`config.mk`:
```
export PLATFORM = sky130hd
export DESIGN_NAME = mips_mem_arbiter_flat
export DESIGN_NICKNAME = d
export VERILOG_FILES = /design/src/rtl/mips_mem_arbiter_if.sv /design/src/rtl/mips_mem_arbiter.sv /design/src/flat_wrapper.sv
export SDC_FILE = /design/constraint.sdc
export NUM_CORES = 1
export LEC_CHECK = 0
export CORE_MARGIN = 1
export CORE_UTILIZATION = 41
export CTS_CLUSTER_DIAMETER = 80
export CTS_CLUSTER_SIZE = 14
export DETAILED_ROUTE_END_ITERATION = 10
export PLACE_DENSITY = 0.86
export SETUP_SLACK_MARGIN = 0.15
export SLEW_MARGIN = 40
export SYNTH_ARGS = -nofsm -noshare
export SYNTH_HDL_FRONTEND = slang
export SYNTH_SLANG_ARGS = --single-unit
```
`constraint.sdc`:
```
create_clock -name clk -period 1.96 [get_ports clk]
set_input_delay 0.49 -clock clk [delete_from_list [all_inputs] [get_ports clk]]
set_output_delay 0.49 -clock clk [all_outputs]
set_load 0.01 [all_outputs]
```
`src/rtl/mips_mem_arbiter_if.sv`:
```
// Bus bundle between the mips_32 fetch/load-store stages, the memory arbiter and unified memory.
// The slave modport is the arbiter's view; master is the core-plus-memory side.
interface mips_mem_arbiter_if #(
    parameter int ADDR_W = 32,
    parameter int DATA_W = 32
);
    logic                  if_req;
    logic [ADDR_W-1:0]     if_addr;
    logic [DATA_W-1:0]     if_rdata;
    logic                  if_ack;

    logic                  dm_req;
    logic                  dm_we;
    logic [ADDR_W-1:0]     dm_addr;
    logic [DATA_W-1:0]     dm_wdata;
    logic [DATA_W/8-1:0]   dm_be;
    logic [DATA_W-1:0]     dm_rdata;
    logic                  dm_ack;

    logic                  mem_req;
    logic                  mem_we;
    logic [ADDR_W-1:0]     mem_addr;
    logic [DATA_W-1:0]     mem_wdata;
    logic [DATA_W/8-1:0]   mem_be;
    logic [DATA_W-1:0]     mem_rdata;
    logic                  mem_done;

    modport slave (
        input  if_req, if_addr,
        output if_rdata, if_ack,
        input  dm_req, dm_we, dm_addr, dm_wdata, dm_be,
        output dm_rdata, dm_ack,
        output mem_req, mem_we, mem_addr, mem_wdata, mem_be,
        input  mem_rdata, mem_done
    );

    modport master (
        output if_req, if_addr,
        input  if_rdata, if_ack,
        output dm_req, dm_we, dm_addr, dm_wdata, dm_be,
        input  dm_rdata, dm_ack,
        input  mem_req, mem_we, mem_addr, mem_wdata, mem_be,
        output mem_rdata, mem_done
    );
endinterface

```
`src/rtl/mips_mem_arbiter.sv`:
```
// Single-port memory arbiter for mips_32: D-port has priority over I-port, one transaction at a time.
// Optional starvation guard for the I-port is enabled by defining MEM_ARB_STARVE_LIMIT_EN.
module mips_mem_arbiter #(
    parameter int ADDR_W       = 32,
    parameter int DATA_W       = 32,
    parameter int STARVE_LIMIT = 4
) (
    input  logic                    clk,
    input  logic                    reset,
    mips_mem_arbiter_if.slave       bus,
    output logic                    arb_busy,
    output logic                    arb_owner
);
    localparam int BE_W = DATA_W / 8;

    localparam logic [1:0] S_IDLE  = 2'd0;
    localparam logic [1:0] S_ISSUE = 2'd1;
    localparam logic [1:0] S_WAIT  = 2'd2;
    localparam logic [1:0] S_RESP  = 2'd3;

    logic [1:0]        state_q, state_d;
    logic              owner_q, owner_d;
    logic              we_q, we_d;
    logic [ADDR_W-1:0] addr_q, addr_d;
    logic [DATA_W-1:0] wdata_q, wdata_d;
    logic [BE_W-1:0]   be_q, be_d;
    logic              mem_req_q, mem_req_d;
    logic              if_ack_q, if_ack_d;
    logic              dm_ack_q, dm_ack_d;
    logic [DATA_W-1:0] if_rdata_q, if_rdata_d;
    logic [DATA_W-1:0] dm_rdata_q, dm_rdata_d;

    logic              idle;
    logic              grant_i;
    logic              grant_d;

    assign idle = (state_q == S_IDLE);

`ifdef MEM_ARB_STARVE_LIMIT_EN
    localparam int CNT_W = $clog2(STARVE_LIMIT + 1);

    logic [CNT_W-1:0] starve_q, starve_d;
    logic             starved;

    assign starved = (starve_q >= CNT_W'(STARVE_LIMIT));

    // Counter only tracks D grants that actually overtook a waiting fetch; it saturates.
    always_comb begin
        grant_i  = idle && bus.if_req && (!bus.dm_req || starved);
        grant_d  = idle && bus.dm_req && !grant_i;
        starve_d = starve_q;
        if (grant_i) begin
            starve_d = '0;
        end else if (grant_d) begin
            if (!bus.if_req)  starve_d = '0;
            else if (!starved) starve_d = starve_q + 1'b1;
        end
    end

    always_ff @(posedge clk or negedge reset) begin
        if (!reset) starve_q <= '0;
        else        starve_q <= starve_d;
    end
`else
    always_comb begin
        grant_d = idle && bus.dm_req;
        grant_i = idle && bus.if_req && !bus.dm_req;
    end
`endif

    always_comb begin
        // NOTE: every variable gets its hold/default value first so no path leaves it unassigned (no latches).
        state_d    = state_q;
        owner_d    = owner_q;
        we_d       = we_q;
        addr_d     = addr_q;
        wdata_d    = wdata_q;
        be_d       = be_q;
        mem_req_d  = 1'b0;
        if_ack_d   = 1'b0;
        dm_ack_d   = 1'b0;
        if_rdata_d = if_rdata_q;
        dm_rdata_d = dm_rdata_q;

        case (state_q)
            S_IDLE: begin
                if (grant_d) begin
                    state_d   = S_ISSUE;
                    owner_d   = 1'b1;
                    we_d      = bus.dm_we;
                    addr_d    = bus.dm_addr;
                    wdata_d   = bus.dm_wdata;
                    be_d      = bus.dm_be;
                    mem_req_d = 1'b1;
                end else if (grant_i) begin
                    state_d   = S_ISSUE;
                    owner_d   = 1'b0;
                    we_d      = 1'b0;
                    addr_d    = bus.if_addr;
                    wdata_d   = '0;
                    be_d      = '0;
                    mem_req_d = 1'b1;
                end
            end
            // A completion in the issue cycle skips WAIT; the ack is raised together with RESP.
            S_ISSUE, S_WAIT: begin
                if (bus.mem_done) begin
                    state_d = S_RESP;
                    if (owner_q) begin
                        dm_ack_d = 1'b1;
                        if (!we_q) dm_rdata_d = bus.mem_rdata;
                    end else begin
                        if_ack_d   = 1'b1;
                        if_rdata_d = bus.mem_rdata;
                    end
                end else begin
                    state_d = S_WAIT;
                end
            end
            S_RESP:  state_d = S_IDLE;
            default: state_d = S_IDLE;
        endcase
    end

    always_ff @(posedge clk or negedge reset) begin
        if (!reset) begin
            state_q    <= S_IDLE;
            owner_q    <= 1'b0;
            we_q       <= 1'b0;
            addr_q     <= '0;
            wdata_q    <= '0;
            be_q       <= '0;
            mem_req_q  <= 1'b0;
            if_ack_q   <= 1'b0;
            dm_ack_q   <= 1'b0;
            if_rdata_q <= '0;
            dm_rdata_q <= '0;
        end else begin
            // NOTE: non-blocking assignments so every flop samples pre-edge values.
            state_q    <= state_d;
            owner_q    <= owner_d;
            we_q       <= we_d;
            addr_q     <= addr_d;
            wdata_q    <= wdata_d;
            be_q       <= be_d;
            mem_req_q  <= mem_req_d;
            if_ack_q   <= if_ack_d;
            dm_ack_q   <= dm_ack_d;
            if_rdata_q <= if_rdata_d;
            dm_rdata_q <= dm_rdata_d;
        end
    end

    assign bus.mem_req   = mem_req_q;
    assign bus.mem_we    = we_q;
    assign bus.mem_addr  = addr_q;
    assign bus.mem_wdata = wdata_q;
    assign bus.mem_be    = be_q;
    assign bus.if_ack    = if_ack_q;
    assign bus.if_rdata  = if_rdata_q;
    assign bus.dm_ack    = dm_ack_q;
    assign bus.dm_rdata  = dm_rdata_q;
    assign arb_busy      = !idle;
    assign arb_owner     = owner_q;
endmodule
```
`src/flat_wrapper.sv`:
```
// flat-port wrapper written by rule: the top's interface ports become plain ports
module mips_mem_arbiter_flat 
#(
    parameter int ADDR_W       = 32,
    parameter int DATA_W       = 32,
    parameter int STARVE_LIMIT = 4
)
  (clk, reset, arb_busy, arb_owner, bus_if_req, bus_if_addr, bus_if_rdata, bus_if_ack, bus_dm_req, bus_dm_we, bus_dm_addr, bus_dm_wdata, bus_dm_be, bus_dm_rdata, bus_dm_ack, bus_mem_req, bus_mem_we, bus_mem_addr, bus_mem_wdata, bus_mem_be, bus_mem_rdata, bus_mem_done);
  mips_mem_arbiter_if #(.ADDR_W(ADDR_W), .DATA_W(DATA_W)) bus_i ();
  input  logic clk;
  input  logic reset;
  output logic arb_busy;
  output logic arb_owner;
  input wire logic [$bits(bus_i.if_req)-1:0] bus_if_req;
  input wire logic [$bits(bus_i.if_addr)-1:0] bus_if_addr;
  output wire logic [$bits(bus_i.if_rdata)-1:0] bus_if_rdata;
  output wire logic [$bits(bus_i.if_ack)-1:0] bus_if_ack;
  input wire logic [$bits(bus_i.dm_req)-1:0] bus_dm_req;
  input wire logic [$bits(bus_i.dm_we)-1:0] bus_dm_we;
  input wire logic [$bits(bus_i.dm_addr)-1:0] bus_dm_addr;
  input wire logic [$bits(bus_i.dm_wdata)-1:0] bus_dm_wdata;
  input wire logic [$bits(bus_i.dm_be)-1:0] bus_dm_be;
  output wire logic [$bits(bus_i.dm_rdata)-1:0] bus_dm_rdata;
  output wire logic [$bits(bus_i.dm_ack)-1:0] bus_dm_ack;
  output wire logic [$bits(bus_i.mem_req)-1:0] bus_mem_req;
  output wire logic [$bits(bus_i.mem_we)-1:0] bus_mem_we;
  output wire logic [$bits(bus_i.mem_addr)-1:0] bus_mem_addr;
  output wire logic [$bits(bus_i.mem_wdata)-1:0] bus_mem_wdata;
  output wire logic [$bits(bus_i.mem_be)-1:0] bus_mem_be;
  input wire logic [$bits(bus_i.mem_rdata)-1:0] bus_mem_rdata;
  input wire logic [$bits(bus_i.mem_done)-1:0] bus_mem_done;
  assign bus_i.if_req = bus_if_req;
  assign bus_i.if_addr = bus_if_addr;
  assign bus_if_rdata = bus_i.if_rdata;
  assign bus_if_ack = bus_i.if_ack;
  assign bus_i.dm_req = bus_dm_req;
  assign bus_i.dm_we = bus_dm_we;
  assign bus_i.dm_addr = bus_dm_addr;
  assign bus_i.dm_wdata = bus_dm_wdata;
  assign bus_i.dm_be = bus_dm_be;
  assign bus_dm_rdata = bus_i.dm_rdata;
  assign bus_dm_ack = bus_i.dm_ack;
  assign bus_mem_req = bus_i.mem_req;
  assign bus_mem_we = bus_i.mem_we;
  assign bus_mem_addr = bus_i.mem_addr;
  assign bus_mem_wdata = bus_i.mem_wdata;
  assign bus_mem_be = bus_i.mem_be;
  assign bus_i.mem_rdata = bus_mem_rdata;
  assign bus_i.mem_done = bus_mem_done;
  mips_mem_arbiter #(.ADDR_W(ADDR_W), .DATA_W(DATA_W), .STARVE_LIMIT(STARVE_LIMIT)) u_core (.clk(clk), .reset(reset), .bus(bus_i), .arb_busy(arb_busy), .arb_owner(arb_owner));
endmodule
```
## After elaboration in Yosys (flattened, before gate mapping)

Index checks and enable logic that the tools add are counted.

| cells by class | value |
|---|---|
| bitwise operators | 2 |
| eq/ne operators | 4 |
| mux-type cells | 22 |
| reduce and logical (&&, ||, !) cells | 11 |

Operators with widths:

| cell | number |
|---|---|
| $mux 32 | 4 |
| $mux 1 | 13 |
| $mux 4 | 2 |
| $pmux 2 s3 | 1 |
| $eq 2x2->1 const B | 2 |
| $mux 2 | 2 |
| $reduce_and 4->1 | 1 |
| $logic_and 1x1->1 | 3 |
| $ne 3x3->1 const B | 1 |
| $reduce_and 3->1 | 1 |
| $eq 2x1->1 const B | 1 |
| $logic_not 1->1 | 2 |
| $logic_not 2->1 | 1 |
| $not 1->1 | 2 |
| $reduce_and 2->1 | 1 |
| $reduce_bool 2->1 | 1 |
| $reduce_or 2->1 | 1 |

| storage, ports and cells | value |
|---|---|
| input bits | 138 |
| register bits | 139 |

## Logic depth before layout (Yosys ltp)

Gate-level depths: netlist of run 1.

| depth | value |
|---|---|
| depth in word-level cells | 6 |
| gate-level depth with buffers | 7 |
| depth with buffers taken out | 5 |

## Least setup slack after synthesis of run 1

No wires, ideal clock.

| timing path | value |
|---|---|
| kind | register to register |
| start point | register u_core.state_q[0] |
| end point | register u_core.addr_q[29] (netlist: u_core.bus.mem_addr[29]) |
| path buffers | 1 |
| period minus slack after synthesis | 1.676 ns |
| path slack | 0.284 ns |
| cell stages (with the launch flop) | 7 |
| data arrival time | 1.551 ns |
| setup time | 0.125 ns |
| data required time | 1.835 ns |
| cell sequence | dfrtp_1 inv_1 ha_1 nand2_2 buf_2 mux2_2 mux2_4 |

| between the ends | value |
|---|---|
| longest elaborated chain between the ends | 5 |
| elaborated cells between the ends (all ways) | 7 |
| classes of those cells | mux: 1; reduce/logical: 6 |

Ends and longest elaborated chain:

| item | line | source |
|---|---|---|
| start: declaration | mips_mem_arbiter.sv:21 | `logic [1:0] state_q, state_d;` |
| start signal: assignment | mips_mem_arbiter.sv:140 | `state_q <= state_d;` |
| $logic_not 2->1 * | mips_mem_arbiter.sv:37, mips_mem_arbiter.sv:85 |  |
| $logic_and 1x1->1 (2 in series) | mips_mem_arbiter.sv:67 | `grant_i = idle && bus.if_req && !bus.dm_req;` |
| $reduce_bool 2->1 (no source line) | n/a |  |
| $reduce_and 2->1 (no source line) | n/a |  |
| end signal: assignment | mips_mem_arbiter.sv:143 | `addr_q <= addr_d;` |
| end: declaration | mips_mem_arbiter.sv:24 | `logic [ADDR_W-1:0] addr_q, addr_d;` |

Mark *: on every way between the ends. The rest lies on a longest branch, timed or not.
A chain may end at the register's enable or synchronous reset.

## Final worst setup path of run 1

| timing path | value |
|---|---|
| start point | register u_core.state_q[1] |
| end point | output port arb_busy |

| between the ends | value |
|---|---|
| longest elaborated chain between the ends | 2 |

Ends and longest elaborated chain:

| item | line | source |
|---|---|---|
| $logic_not 2->1 | mips_mem_arbiter.sv:37 | `assign idle = (state_q == S_IDLE);` |
| $logic_not 1->1 | mips_mem_arbiter.sv:163 | `assign arb_busy = !idle;` |
| end: declaration | flat_wrapper.sv:12 | `output logic arb_busy;` |

No other way between the ends.

==> results of run 1 <==
[synthesized netlist by cell type, drive strengths merged]
library cell	n	area, µm²
and3	2	12.51
nand2	4	17.52
mux2i	1	10.01
a21oi	2	10.01
a22o	37	324.1
inv	4	15.01
buf	21	132.6
nor2	2	10.01
mux2	130	1584
dfrtp	139	3478
ha	3	37.54
nand4b	1	8.760
o21ai	1	5.000
nand2b	1	6.260
[metrics by stage]
step | cell area (µm²) | setup TNS [ns] | std cells
6_report | 9425 | 0 | 833
4_1_cts | 9311 | 0 | 831
2_1_floorplan | 5652 | 0 | 348
3_3_place_gp | 8818 | -5.897 | 798
3_5_place_dp | 8818 | -11.23 | 798
5_1_grt | 9425 | 0 | 833
[metal layers]
metal / track usage [%] / vias to the layer above
met5: 0 / -
met4: 10.00 / 0
met3: 6.561 / 32
met2: 37.39 / 175
met1: 24.15 / 2030
li1: - / 1860
[final timing paths]
| check | from | endpoint | depth (start not counted) | slack [ns] |
|---|---|---|---|---|
| min reg2reg | u_core.bus.dm_rdata[22] | u_core.bus.dm_rdata[22] | 1 | 0.50 |
| min in group clk | u_core.bus.dm_rdata[22] | u_core.bus.dm_rdata[22] | 1 | 0.50 |
| max in group asynchronous | reset | u_core.bus.mem_addr[7] | 2 | 1.37 |
| min | reset | u_core.bus.if_rdata[28] | 1 | 0.04 |
| max | u_core.state_q[1] | arb_busy | 4 | 0.15 |
| max reg2reg | u_core.state_q[0] | u_core.bus.mem_addr[1] | 6 | 0.25 |
[registers in the layout, indices dropped and copies added (netlist names)]
| name | count |
|---|---|
| u_core.bus.mem_we | 1 |
| u_core.bus.mem_be | 4 |
| u_core.bus.mem_addr | 32 |
| u_core.bus.dm_rdata | 32 |
| u_core.bus.mem_wdata | 32 |
| u_core.arb_owner | 1 |
| u_core.bus.dm_ack | 1 |
| u_core.bus.if_rdata | 32 |
| u_core.bus.if_ack | 1 |
| u_core.state_q | 2 |
| u_core.bus.mem_req | 1 |
[where the power goes]
group	internal (mW)	switching, mW	leakage [nW]
Combinational	3.73	2.49	2.82
Clock	2.04	1.21	0.292
Sequential	4.25	0.731	1.73
Total	10.0	4.43	4.84
[critical path: stages, from the launching register on]
cell and delay [ns]:
dfrtp_1 0.38, inv_2 0.08, ha_4 0.15, inv_1 0.04, clkdlybuf4s15_1 0.25
[cell type report]
cell class	count	area share, %
clock buffer	23	5.283
clock inverter	9	1.168
inverter	4	0.1593
multi-input combinational	184	21.76
sequential	139	36.92
tap	176	2.336
timing repair buffer	298	32.38
[timing repair]
item,CTS,global route
resized for setup,103,39
cloned,0,0
buffers inserted,1,2
pin swaps,1,0
endpoints found under the setup margin,101,73
[logic make-up after synthesis]
kind of cell | Yosys count
adder cells (fa/ha/maj) | 3
multiplexers | 131
AND/OR/NAND/NOR | 10
buffers and inverters | 25
flip-flops | 139
AO/OA/AOI/OAI | 40
==> key figures, run 1 <==
Die
  – Row Count: 42
  – Die Wd: 119.4 µm
  – Chip height: 119.4 µm
  – Core area: 13350 µm²
  – # IOs: 276
  – Initial Util: 42.34%
  – Die area: 14260 µm²

Routing
  – DR DRC count: 0
  – DR WL met2: 7.881 mm
  – TritonRoute pass-1 iters: 6
  – Total wire length: 15.07 mm
  – Met3 WL: 1.070 mm
  – Max layer used: met4
  – Vias/cell: 4.918
  – Met1 Routed Length: 5.699 mm
  – Iter 0 DRT Violations: 167
  – Via count: 4097
  – Routed Antenna Nets: 0
  – Wire per inst: 18.09 µm

Timing
  – Tcrit/Tclk final: 92.17%
  – RSZ-0062 raised after global routing: yes
  – Final Max Slew Viols: 0
  – Max Freq: 0.5535 GHz
  – Worst Clk Skew: 0.007600 ns
  – Final worst slack: 0.1534 ns
  – # setup viols final: 0
  – Min Hold Slack: 0.04488 ns
  – Fin. Hold Viols: 0
  – Worst Max-Slew Pin Slew: 0.5397 ns
  – Rel. slew slack: 64.02%
  – Min Tclk post-route: 1.807 ns

Clock tree
  – Clock Tree Buf Depth: 2
  – Clock latency on the worst-skew pair: 0.42 ns
  – CTS tree: done
  – Number of H-tree levels: 4
  – CTS buffer count: 17
  – CTS root buf: clkbuf_16
  – Clk slew on worst S/H paths: 0.06 ns
  – Hold buffer count at CTS: 0
  – CTS sink cnt: 139

Run status
  – Status: complete, no violations

Yosys
  – Synthesized flop and latch total: 139
  – Mean Syn Cell Area: 16.24 µm²
  – Synth Area in Adders: 0.6642%
  – Largest family of logic cells by synthesized area: multiplexers
  – Netlist Area Pre-Place: 5652 µm²
  – Number of synthesis warnings: 0
  – Simple-gate portion of the synthesized area: 0.9741%
  – Synth Area in Compound Gates: 6.000%
  – Mux cell area share after synthesis: 28.20%
  – Post-synthesis xor/xnor area fraction: 0%
  – Seq/Total Area, Yosys: 61.55%
  – Cells after Synth: 348
  – Post-Syn Nets: 489
  – Netlist cell types: 19

Global routing
  – Antenna violations before repair: 0
  – GRT overflow: 0
  – First-pass GRT wire length: 23.32 mm
  – Vias in the first global route: 4420
  – GRT Util Overall: 21.54%
  – Largest net degree at the start of global routing: 56

Finish
  – Final Util: 70.61%
  – # diodes: 0
  – Most frequent cells in the layout: 138 x clkdlybuf4s50_1, 138 x dfrtp_1, 100 x dlygate4sd2_1
  – Nets: 785
  – Multi-input gate area: 2051 µm²
  – Area Growth Syn to Fin: 66.77%
  – Fill cells: 971
  – Register area: 3480 µm²
  – Share of post-route cells with drive strength above 1: 29.22%

Setup path
  – Worst EP required: 1.47 ns
  – Arr. time, crit path: 1.32 ns
  – CP endpoint kind: primary output
  – Crit path launch type: flip-flop
  – CP Class: reg2out
  – CP max FO: 4

Min path
  – HP Class: in2async

Place
  – Placer Congestion: 0.7313
  – Post-DP HPWL: 10.77 mm
  – IO buf count: 275
  – Dpl ws: -0.1898 ns

Run
  – Max-cap violations: 0

Power
  – Max VDD drop: 762.6 µV
  – Leak: 4.837 nW
  – Power per cell area: 1533 nW/µm²
  – Total design power: 14.45 mW
No activity file was read; power rests on OpenSTA's default activity.
==> run 2, diff against run 1 <==
--- a/config.mk
+++ b/config.mk
@@ -5,12 +5,13 @@
 export SDC_FILE = /design/constraint.sdc
 export NUM_CORES = 1
 export LEC_CHECK = 0
+export ABC_AREA = 1
 export CORE_MARGIN = 1
 export CORE_UTILIZATION = 41
 export CTS_CLUSTER_DIAMETER = 80
 export CTS_CLUSTER_SIZE = 14
 export DETAILED_ROUTE_END_ITERATION = 10
-export PLACE_DENSITY = 0.86
+export PLACE_DENSITY = 0.85
 export SETUP_SLACK_MARGIN = 0.15
 export SLEW_MARGIN = 40
 export SYNTH_ARGS = -nofsm -noshare
==> constraint.sdc (replaced) <==
create_clock -name clk -period 1.96 [get_ports clk]
set_input_delay 0.196 -clock clk [delete_from_list [all_inputs] [get_ports clk]]
set_output_delay 0.196 -clock clk [all_outputs]
set_load 0.01 [all_outputs]
==> key figures, run 2 <==
Yosys
  – Netlist cell types: 17
  – Synth cell count leaders: 274 x nand2_1, 139 x dfrtp_1, 104 x nand3_1, 66 x o21ai_0, 40 x inv_1
  – Synthesized flop and latch total: 139
  – Netlist Area Pre-Place: 5861 µm²
  – Number of synthesis warnings: 0
  – Seq/Total Area, Yosys: 59.35%
  – Number of flops mapped to enable cells by yosys: 0
  – Leading area contributor after synthesis: dfrtp_1
  – Mean Syn Cell Area: 8.631 µm²
  – Share of the synthesized area in the top cell type: 59.35%
  – Top_reg_cell synth: dfrtp_1
  – Post-Syn Nets: 820
  – Ys async rst share: 100.0%
  – Synth area leaders: dfrtp_1 59%, nand2_1 18%, nand3_1 8.9%
  – Cells after Synth: 679
  – Count leader, synth: nand2_1

Timing
  – Rel. slew slack: 76.73%
  – Min Tclk post-route: 1.664 ns
  – Worst Max-Slew Pin Slew: 0.3490 ns
  – Worst Clk Skew: 0.005796 ns
  – RSZ-0062 raised after global routing: yes
  – Final worst slack: 0.2964 ns
  – Max Freq: 0.6011 GHz
  – # setup viols final: 0
  – Final Max Slew Viols: 0
  – Fin Setup TNS: 0 ns
  – Fin. Hold Viols: 0
  – Tcrit/Tclk final: 84.88%

Power
  – Comb pwr share: 44.1%
  – Leak: 4.608 nW
  – Flop pwr share: 34.0%
  – Sw Ratio: 34.19%
  – Clk network pwr share: 21.9%
  – Internal power: 9.479 mW
  – Power per cell area: 1527 nW/µm²
  – Sw Pwr: 4.925 mW
  – Max VDD drop: 682.4 µV

Run status
  – Status: complete, no violations

Global routing
  – First-pass GRT wire length: 26.67 mm
  – GRT overflow: 0
  – Largest net degree at the start of global routing: 67
  – GRT Util Overall: 23.45%
  – Vias in the first global route: 5410
  – Antenna violations before repair: 0

Setup path
  – Most used cell, CP: nand2_1
  – Crit path launch type: flip-flop
  – Arr. time, crit path: 1.96 ns
  – CP endpoint kind: flip-flop
  – Worst path max stage delay: 0.40 ns
  – CP Cell Sequence: inv_1, ha_2, buf_4, inv_1, a21oi_1, nand2_1, nand2_1, nand2_1
  – Worst EP required: 2.26 ns
  – Worst r2r path cells: 8
  – Worst reg2reg path endpoint: u_core.state_q[0]
  – Reg2Reg Setup Slack: 0.30 ns
  – CP max FO: 10
  – CP Class: reg2reg
  – Crit path max-delay family: flip-flops
  – CP max stage cell: dfrtp_1
  – Buf/Inv on CP: 3
  – Reg-to-Reg Start: u_core.state_q[1]
  – Worst Setup SP: u_core.state_q[1]

Finish
  – Area Growth Syn to Fin: 60.97%
  – Share of post-route cells with drive strength above 1: 6.133%
  – Design Area, Final: 9434 µm²
  – Nets: 1090
  – Commonest non-fill, non-tap cell in the layout: nand2_1
  – # diodes: 0
  – Most frequent cells in the layout: 274 x nand2_1, 273 x clkdlybuf4s50_1, 139 x dfrtp_1

Routing
  – TritonRoute pass-1 iters: 4
  – Iter 0 DRT Violations: 334
  – Routed Antenna Nets: 0
  – Via count: 5596
  – Total wire length: 16.91 mm
  – Wire per inst: 14.81 µm
  – DR DRC count: 0
  – Vias/cell: 4.900

Clock tree
  – CTS root buf: clkbuf_16
  – Clk slew on worst S/H paths: 0.06 ns
  – Clock latency on the worst-skew pair: 0.41 ns
  – Number of H-tree levels: 4
  – Clock Tree Buf Depth: 2
  – CTS buffer count: 17
  – CTS tree: done
  – CTS sink cnt: 139

Die
  – Row Count: 43
  – # IOs: 276
  – Core area: 13930 µm²
  – Initial Util: 42.06%
  – Die Wd: 121.6 µm
  – Die area: 14780 µm²
  – Chip height: 121.6 µm

Place
  – DP Area: 8780 µm²
  – Placer Congestion: 0.8098
  – Dpl ws: 0.1843 ns
  – IO buf count: 275
  – Post-DP HPWL: 11.97 mm

Run
  – Max-cap violations: 0

Min path
  – HP Class: in2async
## run 2: changes by cell type after synthesis, sizes merged, moves of 8 or more
cell    change
buf        +15
inv        +38
nand3     +106
nand2     +272
clkbuf      +8
a22o       -37
o21ai      +65
mux2      -130
## run 2: worst max-delay path by stage
stage	end	depth (start not counted)	slack, ns
5_1_grt	u_core.bus.if_rdata[16]	5	0.14
3_3_place_gp	u_core.arb_owner	4	0.26
2_1_floorplan	u_core.bus.if_rdata[10]	6	0.52
6_report	u_core.state_q[0]	8	0.30
3_5_place_dp	u_core.arb_owner	5	0.18
4_1_cts	u_core.arb_owner	5	0.11
## run 2: through the flow
step	cells	hold slack [ns]	utilization [%]	total power, mW
global route	1142	0.2049	67.70	15.40
floorplan	679	-0.09959	-	7.614
global placement	1105	0.04319	63.01	11.03
finish	1142	0.1896	67.70	14.40
detailed placement	1105	0.04349	63.01	11.22
CTS	1139	0.1724	67.44	14.50
## run 2: power groups by stage
stage	clock network [mW]	registers [mW]	logic [mW]
2_1_floorplan	0	5.46	2.16
3_3_place_gp	0	4.88	6.15
3_5_place_dp	0	4.93	6.29
4_1_cts	3.22	4.90	6.38
5_1_grt	3.36	5.04	7.00
6_report	3.15	4.90	6.35
## run 2: worst reg2reg max path, cell delays in order (launching register included)
cell and delay, ns:
dfrtp_1 0.40, inv_1 0.14, ha_2 0.30, buf_4 0.20, inv_1 0.05, a21oi_1 0.23
nand2_1 0.11, nand2_1 0.07, nand2_1 0.05
## run 2: logic make-up (layout without fill, tap and decap cells)
family	Yosys count	after routing	synth area share [%]
adder cells (fa/ha/maj)	3	3	0.6405
flip-flops	139	139	59.35
AND/OR/NAND/NOR	384	384	27.46
AO/OA/AOI/OAI	67	67	5.722
buffers and inverters	86	369	6.832
## run 2: timing repair
| action | CTS | global route |
|---|---|---|
| hold endpoints to repair | 139 | 0 |
| setup endpoints to repair | 3 | 74 |
| resized for setup | 3 | 3 |
| pin swaps | 0 | 1 |
| hold buffers | 1 | 0 |
| buffers inserted | 1 | 3 |
## run 2: layout make-up
type                    instances  area (µm²)
multi-input cells             454        2011
clock buffers                  22       474.2
flip-flops and latches        139        3478
well taps                     180       225.2
fillers                      1095        4501
clock inverters                10       115.1
inverters                      42       162.7
repair buffers                295        2968
## run 2: layer usage
layer / GRT usage (%) / up-vias / share of wire (%)
met1: 26.87 / 2577 / 39
li1: - / 2695 / -
met4: 11.34 / 0 / 3.4
met5: 0 / - / 0
met2: 38.88 / 275 / 48
met3: 8.380 / 49 / 9.6
==> run 3, diff against run 2 <==
==> constraint.sdc (replaced) <==
create_clock -name clk -period 1.69 [get_ports clk]
set_input_delay 0.169 -clock clk [delete_from_list [all_inputs] [get_ports clk]]
set_output_delay 0.169 -clock clk [all_outputs]
set_load 0.01 [all_outputs]
==> key figures, run 3 (same netlist as run 2, synthesis figures left out) <==
Run status
  – Status: complete, no violations

Die
  – Die Wd: 121.6 µm
  – Chip height: 121.6 µm
  – Core area: 13930 µm²
  – Row Count: 43
  – Die area: 14780 µm²
  – # IOs: 276
  – Initial Util: 42.06%

Clock tree
  – Clock latency on the worst-skew pair: 0.41 ns
  – CTS root buf: clkbuf_16
  – Number of H-tree levels: 4
  – CTS tree: done
  – CTS buffer count: 17
  – Clock Tree Buf Depth: 2
  – CTS sink cnt: 139
  – Clk slew on worst S/H paths: 0.06 ns

Timing
  – Tcrit/Tclk final: 88.99%
  – Max Freq: 0.6649 GHz
  – Final Max Slew Viols: 0
  – Rel. slew slack: 73.01%
  – Fin. Hold Viols: 0
  – Worst Max-Slew Pin Slew: 0.4049 ns
  – Worst Clk Skew: 0.009787 ns
  – # setup viols final: 0
  – Min Tclk post-route: 1.504 ns
  – RSZ-0062 raised after global routing: yes

Setup path
  – CP max FO: 2
  – CP Cell Sequence: clkdlybuf4s50_1
  – CP Class: reg2out
  – Buf/Inv on CP: 1
  – Crit path launch type: flip-flop
  – Arr. time, crit path: 1.33 ns
  – Crit path max-delay family: buffers and inverters
  – CP endpoint kind: primary output
  – CP max stage cell: clkdlybuf4s50_1
  – Worst path max stage delay: 0.55 ns
  – Worst EP required: 1.52 ns

Global routing
  – First-pass GRT wire length: 27.14 mm
  – Antenna violations before repair: 0
  – GRT overflow: 0
  – Vias in the first global route: 5467
  – Largest net degree at the start of global routing: 65
  – GRT Util Overall: 23.88%

Routing
  – Via count: 5573
  – Iter 0 DRT Violations: 368
  – Vias/cell: 4.863
  – Wire per inst: 14.99 µm
  – Routed Antenna Nets: 0
  – DR DRC count: 0
  – Total wire length: 17.18 mm
  – TritonRoute pass-1 iters: 5

Place
  – Placer Congestion: 0.8337
  – Placed insts: 1108
  – DP Area: 8865 µm²
  – IO buf count: 275
  – Post-DP HPWL: 11.84 mm

Power
  – Leak: 4.926 nW
  – Power per cell area: 1766 nW/µm²
  – Max VDD drop: 856.9 µV

Finish
  – Final Util: 69.08%
  – Design Area, Final: 9625 µm²
  – Share of post-route cells with drive strength above 1: 7.143%
  – Most frequent cells in the layout: 273 x nand2_1, 251 x clkdlybuf4s50_1, 139 x dfrtp_1
  – Commonest non-fill, non-tap cell in the layout: nand2_1
  – Nets: 1094
  – # diodes: 0
  – Area Growth Syn to Fin: 64.24%
  – Fin cells: 1146

Min path
  – HP Class: in2async

Run
  – Max-cap violations: 0
## run 3: report_power, final
part | internal (mW) | switching [mW] | leakage [nW] | total, mW
Clock | 2.37 | 1.42 | 0.294 | 3.79
Combinational | 3.95 | 3.58 | 2.86 | 7.53
Sequential | 4.84 | 0.836 | 1.77 | 5.68
Total | 11.2 | 5.84 | 4.93 | 17.0
## run 3: repair_timing
action | in CTS | in global routing
buffers inserted | 4 | 0
hold buffers | 1 | 0
gates resized for setup | 16 | 21
cloned | 0 | 1
hold endpoints to repair | 40 | 0
setup endpoints to repair | 112 | 54
pin swaps | 1 | 1
## run 3: final timing paths
check	startpoint	end	slack, ns	cells past startpoint
max in group asynchronous	reset	u_core.bus.dm_rdata[16]	0.86	3
worst max register to register	u_core.state_q[0]	u_core.bus.dm_rdata[8]	0.23	8
worst max-delay path	u_core.bus.mem_wdata[17]	bus_mem_wdata[17]	0.19	1
worst min register to register	u_core.bus.if_rdata[29]	u_core.bus.if_rdata[29]	0.48	2
min in group clk	bus_dm_wdata[28]	u_core.bus.mem_wdata[28]	0.29	3
worst min-delay path	reset	u_core.bus.if_rdata[11]	0.24	2
## run 3: cell type report
cell class              instances  area (µm²)
flip-flops and latches        139        3478
repair buffers                299        3119
well taps                     180       225.2
inverters                      42       165.2
multi-input cells             454        2027
clock inverters                13       167.7
fillers                      1034        4309
clock buffers                  19       442.9
## run 3: metal layers
layer	GRT usage [%]	vias up	part of all wire [%]
met4	9.722	0	2.6
li1	-	2714	-
met3	7.959	34	8.1
met1	27.85	2588	39
met2	40.34	237	50
met5	0	-	0
## run 3: stage by stage
step	setup TNS (ns)	hold WS, ns	power [mW]	setup WS, ns
4_1_cts	0	0.2534	17.11	0.1523
2_1_floorplan	0	-0.1266	8.830	0.2486
5_1_grt	0	0.2743	18.13	0.1358
3_5_place_dp	-0.9701	0.1179	13.14	-0.06029
6_report	0	0.2435	17.00	0.1861
3_3_place_gp	-0.004384	0.1177	12.93	-0.004384
